===== src/rtl/wb_spi_slave_if.sv =====
// Wishbone slave bus bundle for wb_spi_slave.
// Signals:
//   wb_adr_i  [31:0] address (only [3:2] decoded by the slave)
//   wb_dat_i  [31:0] write data
//   wb_dat_o  [31:0] read data, valid while wb_ack_o is high
//   wb_sel_i  [3:0]  byte select (ignored by the slave)
//   wb_stb_i, wb_cyc_i, wb_we_i  strobe, cycle, write enable
//   wb_ack_o         one-cycle acknowledge
// Modports: master drives the request side, slave drives dat_o/ack_o.
interface wb_spi_slave_if;
  logic [31:0] wb_adr_i;
  logic [31:0] wb_dat_i;
  logic [31:0] wb_dat_o;
  logic [3:0]  wb_sel_i;
  logic        wb_stb_i;
  logic        wb_cyc_i;
  logic        wb_we_i;
  logic        wb_ack_o;

  modport master (
    output wb_adr_i, wb_dat_i, wb_sel_i, wb_stb_i, wb_cyc_i, wb_we_i,
    input  wb_dat_o, wb_ack_o
  );

  modport slave (
    input  wb_adr_i, wb_dat_i, wb_sel_i, wb_stb_i, wb_cyc_i, wb_we_i,
    output wb_dat_o, wb_ack_o
  );
endinterface


===== src/rtl/wb_spi_slave.sv =====
// SPI mode-0 slave (MSB first, 8-bit frames) with a Wishbone register port.
// Ports:
//   clk          system clock, rising edge
//   reset        asynchronous active-high reset
//   wb           Wishbone slave modport (see wb_spi_slave_if)
//   spi_sck      SPI clock from the external master (async to clk)
//   spi_ss_n     active-low slave select (async to clk)
//   spi_mosi     serial data in (async to clk)
//   spi_miso     serial data out, 0 while deselected
//   spi_miso_oe  MISO pad enable, synchronized ~spi_ss_n
//   intr         level interrupt: (rx_ie & rxne) | (tx_ie & txe)
// Register map (adr[3:2]): 0 RXDATA (read pops), 1 TXDATA (write),
//   2 STATUS {busy, ovr, txe, rxne} (write 1 to bit2 clears ovr),
//   3 CTRL {tx_ie, rx_ie}.
// Build option: define SPIS_RXFIFO_EN for a 4-entry RX FIFO; otherwise
//   the RX store is a single byte register.
// clk_freq is informational: SCK must stay at or below clk_freq/8.
//
// Bit engine states:
//   state | meaning
//   IDLE  | deselected, waiting for ss_n falling edge
//   LOAD  | one cycle: fetch TX byte (or 0xFF) into the shift register
//   SHIFT | sample MOSI on SCK rise, advance MISO on SCK fall
module wb_spi_slave #(
  parameter int unsigned clk_freq = 32'd100000000
) (
  input  logic          clk,
  input  logic          reset,
  wb_spi_slave_if.slave wb,
  input  logic          spi_sck,
  input  logic          spi_ss_n,
  input  logic          spi_mosi,
  output logic          spi_miso,
  output logic          spi_miso_oe,
  output logic          intr
);

  typedef enum logic [1:0] {IDLE = 2'd0, LOAD = 2'd1, SHIFT = 2'd2} state_t;

  logic [31:0] unused_sck_max_hz;
  logic        unused_bits;
  assign unused_sck_max_hz = clk_freq / 32'd8;
  assign unused_bits = ^{wb.wb_sel_i, wb.wb_adr_i[31:4], wb.wb_adr_i[1:0],
                         wb.wb_dat_i[31:8]};

  // ---------------- synchronizers and edge detect ----------------
  logic [1:0] sck_sync, ss_sync, mosi_sync;
  logic       sck_q, ss_q;
  logic [1:0] sync_vld;
  logic       armed;
  logic       sck_s, ss_s, mosi_s;
  logic       sck_rise, sck_fall, ss_fall, ss_rise;

  always_ff @(posedge clk or posedge reset) begin
    if (reset) begin
      sck_sync  <= 2'b00;
      ss_sync   <= 2'b11;
      mosi_sync <= 2'b00;
      sck_q     <= 1'b0;
      ss_q      <= 1'b1;
      sync_vld  <= 2'b00;
      armed     <= 1'b0;
    end else begin
      sck_sync  <= {sck_sync[0], spi_sck};
      ss_sync   <= {ss_sync[0], spi_ss_n};
      mosi_sync <= {mosi_sync[0], spi_mosi};
      sck_q     <= sck_sync[1];
      ss_q      <= ss_sync[1];
      sync_vld  <= {sync_vld[0], 1'b1};
      // The synchronizer resets to "deselected"; if ss_n is already low when
      // reset releases, that is not a real falling edge. Only accept falling
      // edges once ss_n has genuinely been seen high.
      if (sync_vld[1] && ss_sync[1]) armed <= 1'b1;
    end
  end

  assign sck_s    = sck_sync[1];
  assign ss_s     = ss_sync[1];
  assign mosi_s   = mosi_sync[1];
  assign sck_rise = sck_s & ~sck_q;
  assign sck_fall = ~sck_s & sck_q;
  assign ss_fall  = ~ss_s & ss_q & armed;
  assign ss_rise  = ss_s & ~ss_q;

  assign spi_miso_oe = ~ss_s;

  // ---------------- bit engine ----------------
  state_t     state;
  logic [2:0] bit_cnt;
  logic [6:0] rx_sr;
  logic [6:0] tx_sr;
  logic [7:0] tx_hold;
  logic       txe;
  logic [7:0] load_byte;
  logic       load_take;
  logic       push;
  logic [7:0] push_data;

  assign load_byte = txe ? 8'hFF : tx_hold;
  assign load_take = (state == LOAD) & ~ss_rise & ~txe;
  assign push      = (state == SHIFT) & ~ss_rise & sck_rise & (bit_cnt == 3'd7);
  assign push_data = {rx_sr, mosi_s};

  always_ff @(posedge clk or posedge reset) begin
    if (reset) begin
      state    <= IDLE;
      bit_cnt  <= 3'd0;
      rx_sr    <= 7'd0;
      tx_sr    <= 7'd0;
      spi_miso <= 1'b0;
    end else begin
      case (state)
        IDLE: begin
          bit_cnt  <= 3'd0;
          spi_miso <= 1'b0;
          if (ss_fall) state <= LOAD;
        end
        LOAD: begin
          if (ss_rise) begin
            state    <= IDLE;
            spi_miso <= 1'b0;
          end else begin
            tx_sr    <= load_byte[6:0];
            spi_miso <= load_byte[7];
            bit_cnt  <= 3'd0;
            state    <= SHIFT;
          end
        end
        SHIFT: begin
          if (ss_rise) begin
            state    <= IDLE;
            bit_cnt  <= 3'd0;
            spi_miso <= 1'b0;
          end else if (sck_rise) begin
            rx_sr   <= {rx_sr[5:0], mosi_s};
            bit_cnt <= bit_cnt + 3'd1;
            if (bit_cnt == 3'd7) state <= LOAD;
          end else if (sck_fall && bit_cnt != 3'd0) begin
            // bit_cnt==0 means no rising edge yet in this byte, so the
            // falling edge that trails the previous byte must not shift.
            tx_sr    <= {tx_sr[5:0], 1'b0};
            spi_miso <= tx_sr[6];
          end
        end
        default: state <= IDLE;
      endcase
    end
  end

  // ---------------- Wishbone decode ----------------
  logic        req, wr, rd;
  logic [1:0]  adr;
  logic        pop, wr_tx;
  logic        rxne, rx_full, push_ok, overrun;
  logic [7:0]  rx_head;
  logic        ovr;
  logic [1:0]  ctrl;
  logic        ack_q;
  logic [31:0] dat_q;
  logic [31:0] rd_data;

  assign req     = wb.wb_stb_i & wb.wb_cyc_i & ~ack_q;
  assign wr      = req & wb.wb_we_i;
  assign rd      = req & ~wb.wb_we_i;
  assign adr     = wb.wb_adr_i[3:2];
  assign pop     = rd & (adr == 2'd0) & rxne;
  assign wr_tx   = wr & (adr == 2'd1);
  // A pop in the same cycle frees a slot, so a push against a full store
  // is only an overrun when nothing is being read out.
  assign push_ok = push & (~rx_full | pop);
  assign overrun = push & rx_full & ~pop;

  assign wb.wb_ack_o = ack_q;
  assign wb.wb_dat_o = dat_q;

  always_comb begin
    rd_data = 32'd0;
    case (adr)
      2'd0:    rd_data = {24'd0, rxne ? rx_head : 8'h00};
      2'd1:    rd_data = 32'd0;
      2'd2:    rd_data = {28'd0, ~ss_s, ovr, txe, rxne};
      default: rd_data = {30'd0, ctrl};
    endcase
  end

  always_ff @(posedge clk or posedge reset) begin
    if (reset) begin
      ack_q   <= 1'b0;
      dat_q   <= 32'd0;
      tx_hold <= 8'd0;
      txe     <= 1'b1;
      ovr     <= 1'b0;
      ctrl    <= 2'd0;
    end else begin
      ack_q <= req;
      dat_q <= rd ? rd_data : 32'd0;
      // A write landing on the LOAD cycle wins txe: LOAD already took the
      // old byte, the new one stays pending.
      if (wr_tx) begin
        tx_hold <= wb.wb_dat_i[7:0];
        txe     <= 1'b0;
      end else if (load_take) begin
        txe <= 1'b1;
      end
      if (wr && adr == 2'd3) ctrl <= wb.wb_dat_i[1:0];
      if (overrun) ovr <= 1'b1;
      else if (wr && adr == 2'd2 && wb.wb_dat_i[2]) ovr <= 1'b0;
    end
  end

  // ---------------- RX store ----------------
`ifdef SPIS_RXFIFO_EN
  logic [7:0] fifo_mem [0:3];
  logic [1:0] wr_ptr, rd_ptr;
  logic [2:0] fifo_cnt;

  assign rxne    = (fifo_cnt != 3'd0);
  assign rx_full = (fifo_cnt == 3'd4);
  assign rx_head = fifo_mem[rd_ptr];

  always_ff @(posedge clk) begin
    if (push_ok) fifo_mem[wr_ptr] <= push_data;
  end

  always_ff @(posedge clk or posedge reset) begin
    if (reset) begin
      wr_ptr   <= 2'd0;
      rd_ptr   <= 2'd0;
      fifo_cnt <= 3'd0;
    end else begin
      if (push_ok) wr_ptr <= wr_ptr + 2'd1;
      if (pop)     rd_ptr <= rd_ptr + 2'd1;
      case ({push_ok, pop})
        2'b10:   fifo_cnt <= fifo_cnt + 3'd1;
        2'b01:   fifo_cnt <= fifo_cnt - 3'd1;
        default: fifo_cnt <= fifo_cnt;
      endcase
    end
  end
`else
  logic [7:0] rx_reg;
  logic       rx_valid;

  assign rxne    = rx_valid;
  assign rx_full = rx_valid;
  assign rx_head = rx_reg;

  always_ff @(posedge clk or posedge reset) begin
    if (reset) begin
      rx_reg   <= 8'd0;
      rx_valid <= 1'b0;
    end else begin
      if (push_ok) rx_reg <= push_data;
      rx_valid <= push_ok | (rx_valid & ~pop);
    end
  end
`endif

  assign intr = (ctrl[0] & rxne) | (ctrl[1] & txe);

endmodule


===== src/flat_wrapper.sv =====
// flat-port wrapper written by rule: the top's interface ports become plain ports
module wb_spi_slave_flat 
#(
  parameter int unsigned clk_freq = 32'd100000000
)
  (clk, reset, spi_sck, spi_ss_n, spi_mosi, spi_miso, spi_miso_oe, intr, wb_wb_adr_i, wb_wb_dat_i, wb_wb_sel_i, wb_wb_stb_i, wb_wb_cyc_i, wb_wb_we_i, wb_wb_dat_o, wb_wb_ack_o);
  wb_spi_slave_if wb_i ();
  input  logic clk;
  input  logic reset;
  input  logic spi_sck;
  input  logic spi_ss_n;
  input  logic spi_mosi;
  output logic spi_miso;
  output logic spi_miso_oe;
  output logic intr;
  input wire logic [$bits(wb_i.wb_adr_i)-1:0] wb_wb_adr_i;
  input wire logic [$bits(wb_i.wb_dat_i)-1:0] wb_wb_dat_i;
  input wire logic [$bits(wb_i.wb_sel_i)-1:0] wb_wb_sel_i;
  input wire logic [$bits(wb_i.wb_stb_i)-1:0] wb_wb_stb_i;
  input wire logic [$bits(wb_i.wb_cyc_i)-1:0] wb_wb_cyc_i;
  input wire logic [$bits(wb_i.wb_we_i)-1:0] wb_wb_we_i;
  output wire logic [$bits(wb_i.wb_dat_o)-1:0] wb_wb_dat_o;
  output wire logic [$bits(wb_i.wb_ack_o)-1:0] wb_wb_ack_o;
  assign wb_i.wb_adr_i = wb_wb_adr_i;
  assign wb_i.wb_dat_i = wb_wb_dat_i;
  assign wb_i.wb_sel_i = wb_wb_sel_i;
  assign wb_i.wb_stb_i = wb_wb_stb_i;
  assign wb_i.wb_cyc_i = wb_wb_cyc_i;
  assign wb_i.wb_we_i = wb_wb_we_i;
  assign wb_wb_dat_o = wb_i.wb_dat_o;
  assign wb_wb_ack_o = wb_i.wb_ack_o;
  wb_spi_slave #(.clk_freq(clk_freq)) u_core (.clk(clk), .reset(reset), .wb(wb_i), .spi_sck(spi_sck), .spi_ss_n(spi_ss_n), .spi_mosi(spi_mosi), .spi_miso(spi_miso), .spi_miso_oe(spi_miso_oe), .intr(intr));
endmodule

===== config.mk =====
export PLATFORM = sky130hd
export DESIGN_NAME = wb_spi_slave_flat
export DESIGN_NICKNAME = d
export VERILOG_FILES = /design/src/rtl/wb_spi_slave_if.sv /design/src/rtl/wb_spi_slave.sv /design/src/flat_wrapper.sv
export SDC_FILE = /design/constraint.sdc
export NUM_CORES = 1
export LEC_CHECK = 0
export BUFFER_PORTS_ARGS = -buffer_cell sky130_fd_sc_hd__buf_2
export CORE_UTILIZATION = 43
export CTS_BUF_LIST = sky130_fd_sc_hd__clkbuf_8 sky130_fd_sc_hd__clkbuf_16
export CTS_CLUSTER_SIZE = 8
export DETAILED_ROUTE_END_ITERATION = 12
export GPL_TIMING_DRIVEN = 0
export PLACE_DENSITY_LB_ADDON = 0.25
export SLEW_MARGIN = 15
export SYNTH_ARGS = -nofsm -noshare
export SYNTH_HDL_FRONTEND = slang
export SYNTH_SLANG_ARGS = --single-unit

===== constraint.sdc =====
create_clock -name clk -period 1.8 [get_ports clk]
set_input_delay 0 -clock clk [delete_from_list [all_inputs] [get_ports clk]]
set_output_delay 0 -clock clk [all_outputs]
set_load 0.05 [all_outputs]

* Word-level counts from Yosys, hierarchy flattened
Cells that the tools add are included.
** Operators by class
- Reductions and logical operators :: 17
- Eq/ne operators :: 15
- $add $sub $neg :: 1
- Bitwise operators :: 36
- Muxes and demuxes :: 28
** Operator list (number)
- 7-bit two-way mux :: 4
- 8-bit two-way mux :: 3
- 8-bit case mux with 3 select lines :: 1
- 1-bit AND :: 23
- 7-bit case mux with 2 select lines :: 1
- 3-bit AND reduction :: 4
- 2-bit two-way mux :: 5
- 1-bit NOT :: 10
- 3-bit two-way mux :: 3
- 3-bit case mux with 3 select lines :: 1
- 1-bit two-way mux :: 8
- 2-bit != test, second input constant :: 4
- 2-bit equality test, second input constant :: 3
- 3-bit by 2-bit != test with 1-bit output, second input constant :: 2
- 2-bit case mux with 3 select lines :: 1
- 2-bit nonzero test :: 3
- 3-bit nonzero test :: 2
- 1-bit logical AND :: 5
- 5-bit AND reduction :: 1
- 2-bit by 1-bit equality test with 1-bit output, second input constant :: 2
- 2-bit zero test :: 2
- 3-bit by 1-bit adder with 3-bit output, second input constant :: 1
- 3-bit equality test, second input constant :: 1
- 3-bit by 1-bit != test with 1-bit output, second input constant :: 1
- other kinds (4) :: 6
** Storage, ports and cells
- Word-level logic and storage cells :: 117
- Output and inout port bits :: 36
- Input port bits :: 76
- Register bits :: 85

* Logic depth before layout (Yosys ltp)
- Word-level depth :: 9
- Depth in mapped cells :: 7
- Depth with buffers taken out :: 6

* Worst setup path before layout
Ideal clock, no wire load.
- Path type :: register -> register
- Start :: reg u_core.ack_q, in the netlist u_core.wb.wb_ack_o
- End :: reg u_core.rx_reg[0], in the netlist u_core.rx_head[0]
- Cell stages (with the launch flop) :: 5
- Data arrival time :: 1894 ps
- Data required time :: 1675 ps
- Clock period less this slack :: 2019 ps
- Library setup time :: 125 ps
- Buffers on the path :: 0
- Path slack :: -219 ps
- Cell sequence :: dfrtp_1 > nand3b_1 > or4_4 > a21oi_4 > mux2_2
** Between the ends
- Longest elaborated chain between the ends :: 7
** RTL lines
- start, declared :: line wb_spi_slave.sv:158 : logic ack_q;
- start signal, assigned :: line wb_spi_slave.sv:195 : ack_q <= req;
- 1-bit NOT :: line wb_spi_slave.sv:162 : assign req = wb.wb_stb_i & wb.wb_cyc_i & ~ack_q;
- 1-bit AND :: line wb_spi_slave.sv:162
- 1-bit AND :: line wb_spi_slave.sv:164 : assign rd = req & ~wb.wb_we_i;
- 1-bit AND (2 in series) :: line wb_spi_slave.sv:166 : assign pop = rd & (adr == 2'd0) & rxne;
- 1-bit OR :: line wb_spi_slave.sv:170 : assign push_ok = push & (~rx_full | pop);
- 1-bit AND :: line wb_spi_slave.sv:170
- end signal, assigned :: line wb_spi_slave.sv:253 : if (push_ok) rx_reg <= push_data;
- end, declared :: line wb_spi_slave.sv:241 : logic [7:0] rx_reg;
Every way passes these cells.
A chain may end at the register's enable or synchronous reset.

* Worst setup path after layout
- Start :: reg u_core.ack_q, in the netlist u_core.wb.wb_ack_o
- End :: reg u_core.rx_reg[5], in the netlist u_core.rx_head[5]
Same word-level chain as after synthesis.

==> results_dict.tcl <==
set metrics [dict create \
    start_kind "flip-flop" \
    hp-class "input pin to flip-flop" \
    yosysUniqueCellTypes 40 \
    grtUsageTotal_pct 16.6 \
    ys_seq_area_share_pct 55.7 \
    synth_top_area_share_pct 51.8 \
    antenna_found_initial 0 \
    yosys-top-cells-area "dfrtp_1, mux2_2, buf_4" \
    clock_latency_ns 0.34 \
    fin_crit_sh_pct 102 \
    fin_nets 395 \
    cp_max_fo 8 \
    path_cells "nand3b_1, or4_4, a21oi_4, buf_12, mux2_2" \
    critPathKind "flip-flop to flip-flop" \
    cp_slowest_cell "or4_4" \
    synthAdderAreaFrac_pct 3.18 \
    tightest_slew_ns 0.729 \
    gr-total-overflow 0 \
    path_clk_slew_ns 0.06 \
    maxCapViolCount 0 \
    synth_top_family_by_area "multiplexers" \
    setup_ws_ns -0.0362 \
    synth_simple_gate_area_share_pct 9.91 \
    critPathCaptureType "flip-flop" \
    syn_to_final_growth_pct 28.2 \
    finalCriticalPeriod_ns 1.84 \
    grt_max_degree 62 \
    cts_made_buffers 9 \
    synthMuxAreaShare_pct 13.1 \
    drtAntennaViolNets 0 \
    avgViaCountPerCell 4.62 \
    dpl.hpwl_um 3200 \
    route.vias.total 1812 \
    grt_pass1_wl_um 8010 \
    rows 28 \
    synth-xor-area-share_pct 0 \
    drtIter0Drc 72 \
    cp.required_ns 2.02 \
    synth-seq-cells 61 \
    place_ws_ns -0.172 \
    yosys.area.top_type "dfrtp_1" \
    wl_um 4900 \
    clkSinkCount 61 \
    cts-root-buf "clkbuf_8" \
    synth_area_um2 2750 \
    gp_congestion 0.752 \
    remaining_drc_errors 0 \
    synthCells 232 \
    die-area_um2 6720 \
    ios 112 \
    syn_area_per_cell_um2 11.9 \
    cp_slowest_stage_delay_ns 0.47 \
    yosysWarnings 0 \
    die_w_um 82.0 \
    diodes 0 \
    clock_path_buffers 2 \
    fmax_ghz 0.545 \
    die_y_um 82.0 \
    violations "negative setup slack" \
    cts_tree "yes" \
    p_leak_nw 1.72 \
    coreArea_um2 6060 \
    rsz0062_at_grt "true" \
    hold_violations 0 \
    portBuffers 28 \
    setup_viol 8 \
    status "finished with violations" \
    finalMaxSlewViolations 0 \
    drt_first_pass_iters 4 \
    power_density_nw_per_um2 1130 \
    cts_max_level 3 \
    synth_compound_area_share_pct 8.41 \
    relSlewSlack_pct 51.4 \
    wl_per_cell_um 12.5 \
    grt_pass1_vias 1727 \
    start_util_pct 45.4 \
    drive_gt1_share_pct 38.5 \
    cp.arrival_ns 2.06 \
    finClkSkew_ns 0.00649 \
    peakVddDrop_mv 0.578 \
    p_total_mw 3.98 \
]
path summary, 6_finish.rpt:
kind / from / slack (ns) / depth (start not counted) / end
min in group asynchronous: reset / 0.34 / 3 / u_core.sck_sync[1]
max: u_core.wb.wb_ack_o / -0.04 / 5 / u_core.rx_head[5]
max in group asynchronous: reset / 0.93 / 3 / u_core.wb.wb_ack_o
min: wb_wb_stb_i / 0.04 / 3 / u_core.wb.wb_ack_o
max reg2reg: u_core.wb.wb_ack_o / -0.04 / 5 / u_core.rx_head[5]
min reg2reg: u_core.sck_sync[0] / 0.35 / 0 / u_core.sck_sync[1]
sequential cells by signal (all words and copies together), names as in the netlist:
name and count:
u_core.wb.wb_ack_o 1, u_core.sck_sync 2, u_core.bit_cnt 3, u_core.rx_head 8
u_core.ovr 1, u_core.tx_sr 7, u_core.txe 1, u_core.sck_q 1
u_core.spi_miso 1, u_core.ss_sync 2, u_core.wb.wb_dat_o 8, u_core.rx_full 1
u_core.ctrl 2, u_core.rx_sr 7, u_core.tx_hold 8, u_core.sync_vld 2
u_core.mosi_sync 2, u_core.armed 1, u_core.state 2, u_core.ss_q 1
routing by layer:
layer	global-route usage [%]	share of wire [%]	vias to the layer above
met5	0	0	-
met4	9.47	1.8	0
met1	21.8	45	856
met2	25.1	49	47
li1	-	-	901
met3	3.67	4.2	8
cells by family (layout without fill, tap and decap cells):
kind of cell	count (synthesis)	count (layout)
buf+inv	43	105
compound gates	33	33
fa+ha+maj	7	7
other cells	2	25
flops	61	61
simple gates	54	54
mux	32	32
metrics by stage:
step	hold slack [ns]	TNS, ns	util (%)	std cells	area (um2)
floorplan	0.00448	-0.868	-	255	2840
global placement	0.110	-26.86	50.7	358	3070
detailed placement	0.109	-1.71	50.7	358	3080
CTS	-0.0773	-0.204	57.5	391	3480
global route	0.0489	-0.696	58.2	392	3530
finish	0.0362	-0.164	58.2	392	3530
power breakdown:
group | internal (mW) | switching [mW] | leakage [nW]
sequential | 1.59 | 0.132 | 0.765
clock | 0.704 | 0.518 | 0.107
combinational | 0.446 | 0.584 | 0.847
total | 2.74 | 1.23 | 1.72
critical path: cells and delay by family, from the launching register on:
family	cells	cell delay [ns]
AND/OR/NAND/NOR	2	0.69
buffers and inverters	1	0.15
multiplexers	1	0.32
AO/OA/AOI/OAI	1	0.16
flip-flops	1	0.40
cells in the final DEF, fill, tap and decap left out, types with 3 or more instances in the layout:
master,count
a21oi_1,6
a31oi_1,3
and2_1,6
buf_2,28
buf_4,27
clkbuf_1,4
clkbuf_8,11
conb_1,25
dfrtp_1,56
dfstp_2,4
dlygate4sd3_1,14
ha_1,6
inv_1,11
mux2_2,28
mux2_4,4
nand2_1,16
nor2_1,17
o21ai_0,9
Yosys cell counts, drive strengths merged:
library cell and count:
a211o 1, a21boi 1, a21o 1, a21oi 7, a221oi 1, a22o 1
a31oi 3, and2 6, buf 26, clkbuf 5, conb 2, dfrtp 57
dfstp 4, ha 7, inv 12, mux2 32, nand2 17, nand2b 1
nand3 1, nand3b 2, nand4 1, nor2 17, nor2b 1, nor3 2
nor3b 3, o21a 1, o21ai 9, o221ai 1, o22ai 1, o2bb2ai 2
o31ai 2, o32a 1, o32ai 1, or3 2, or4 1
final cells by class:
cell class,instances,area (um2)
plain buffers,30,218
clock buffers,11,151
well taps,75,93.8
inverters,12,47.5
repair buffers,47,343
flip-flops and latches,61,1530
fillers,508,2530
multi-input cells,151,1090
clock inverters,5,51.3
what timing repair did:
item,CTS,global route
endpoints found under the hold margin,73,1
resized for setup,4,9
endpoints found under the setup margin,27,22
hold buffers,13,1
pin swaps,2,1
setup buffers,5,0
Power figures use the tool's default switching activity.
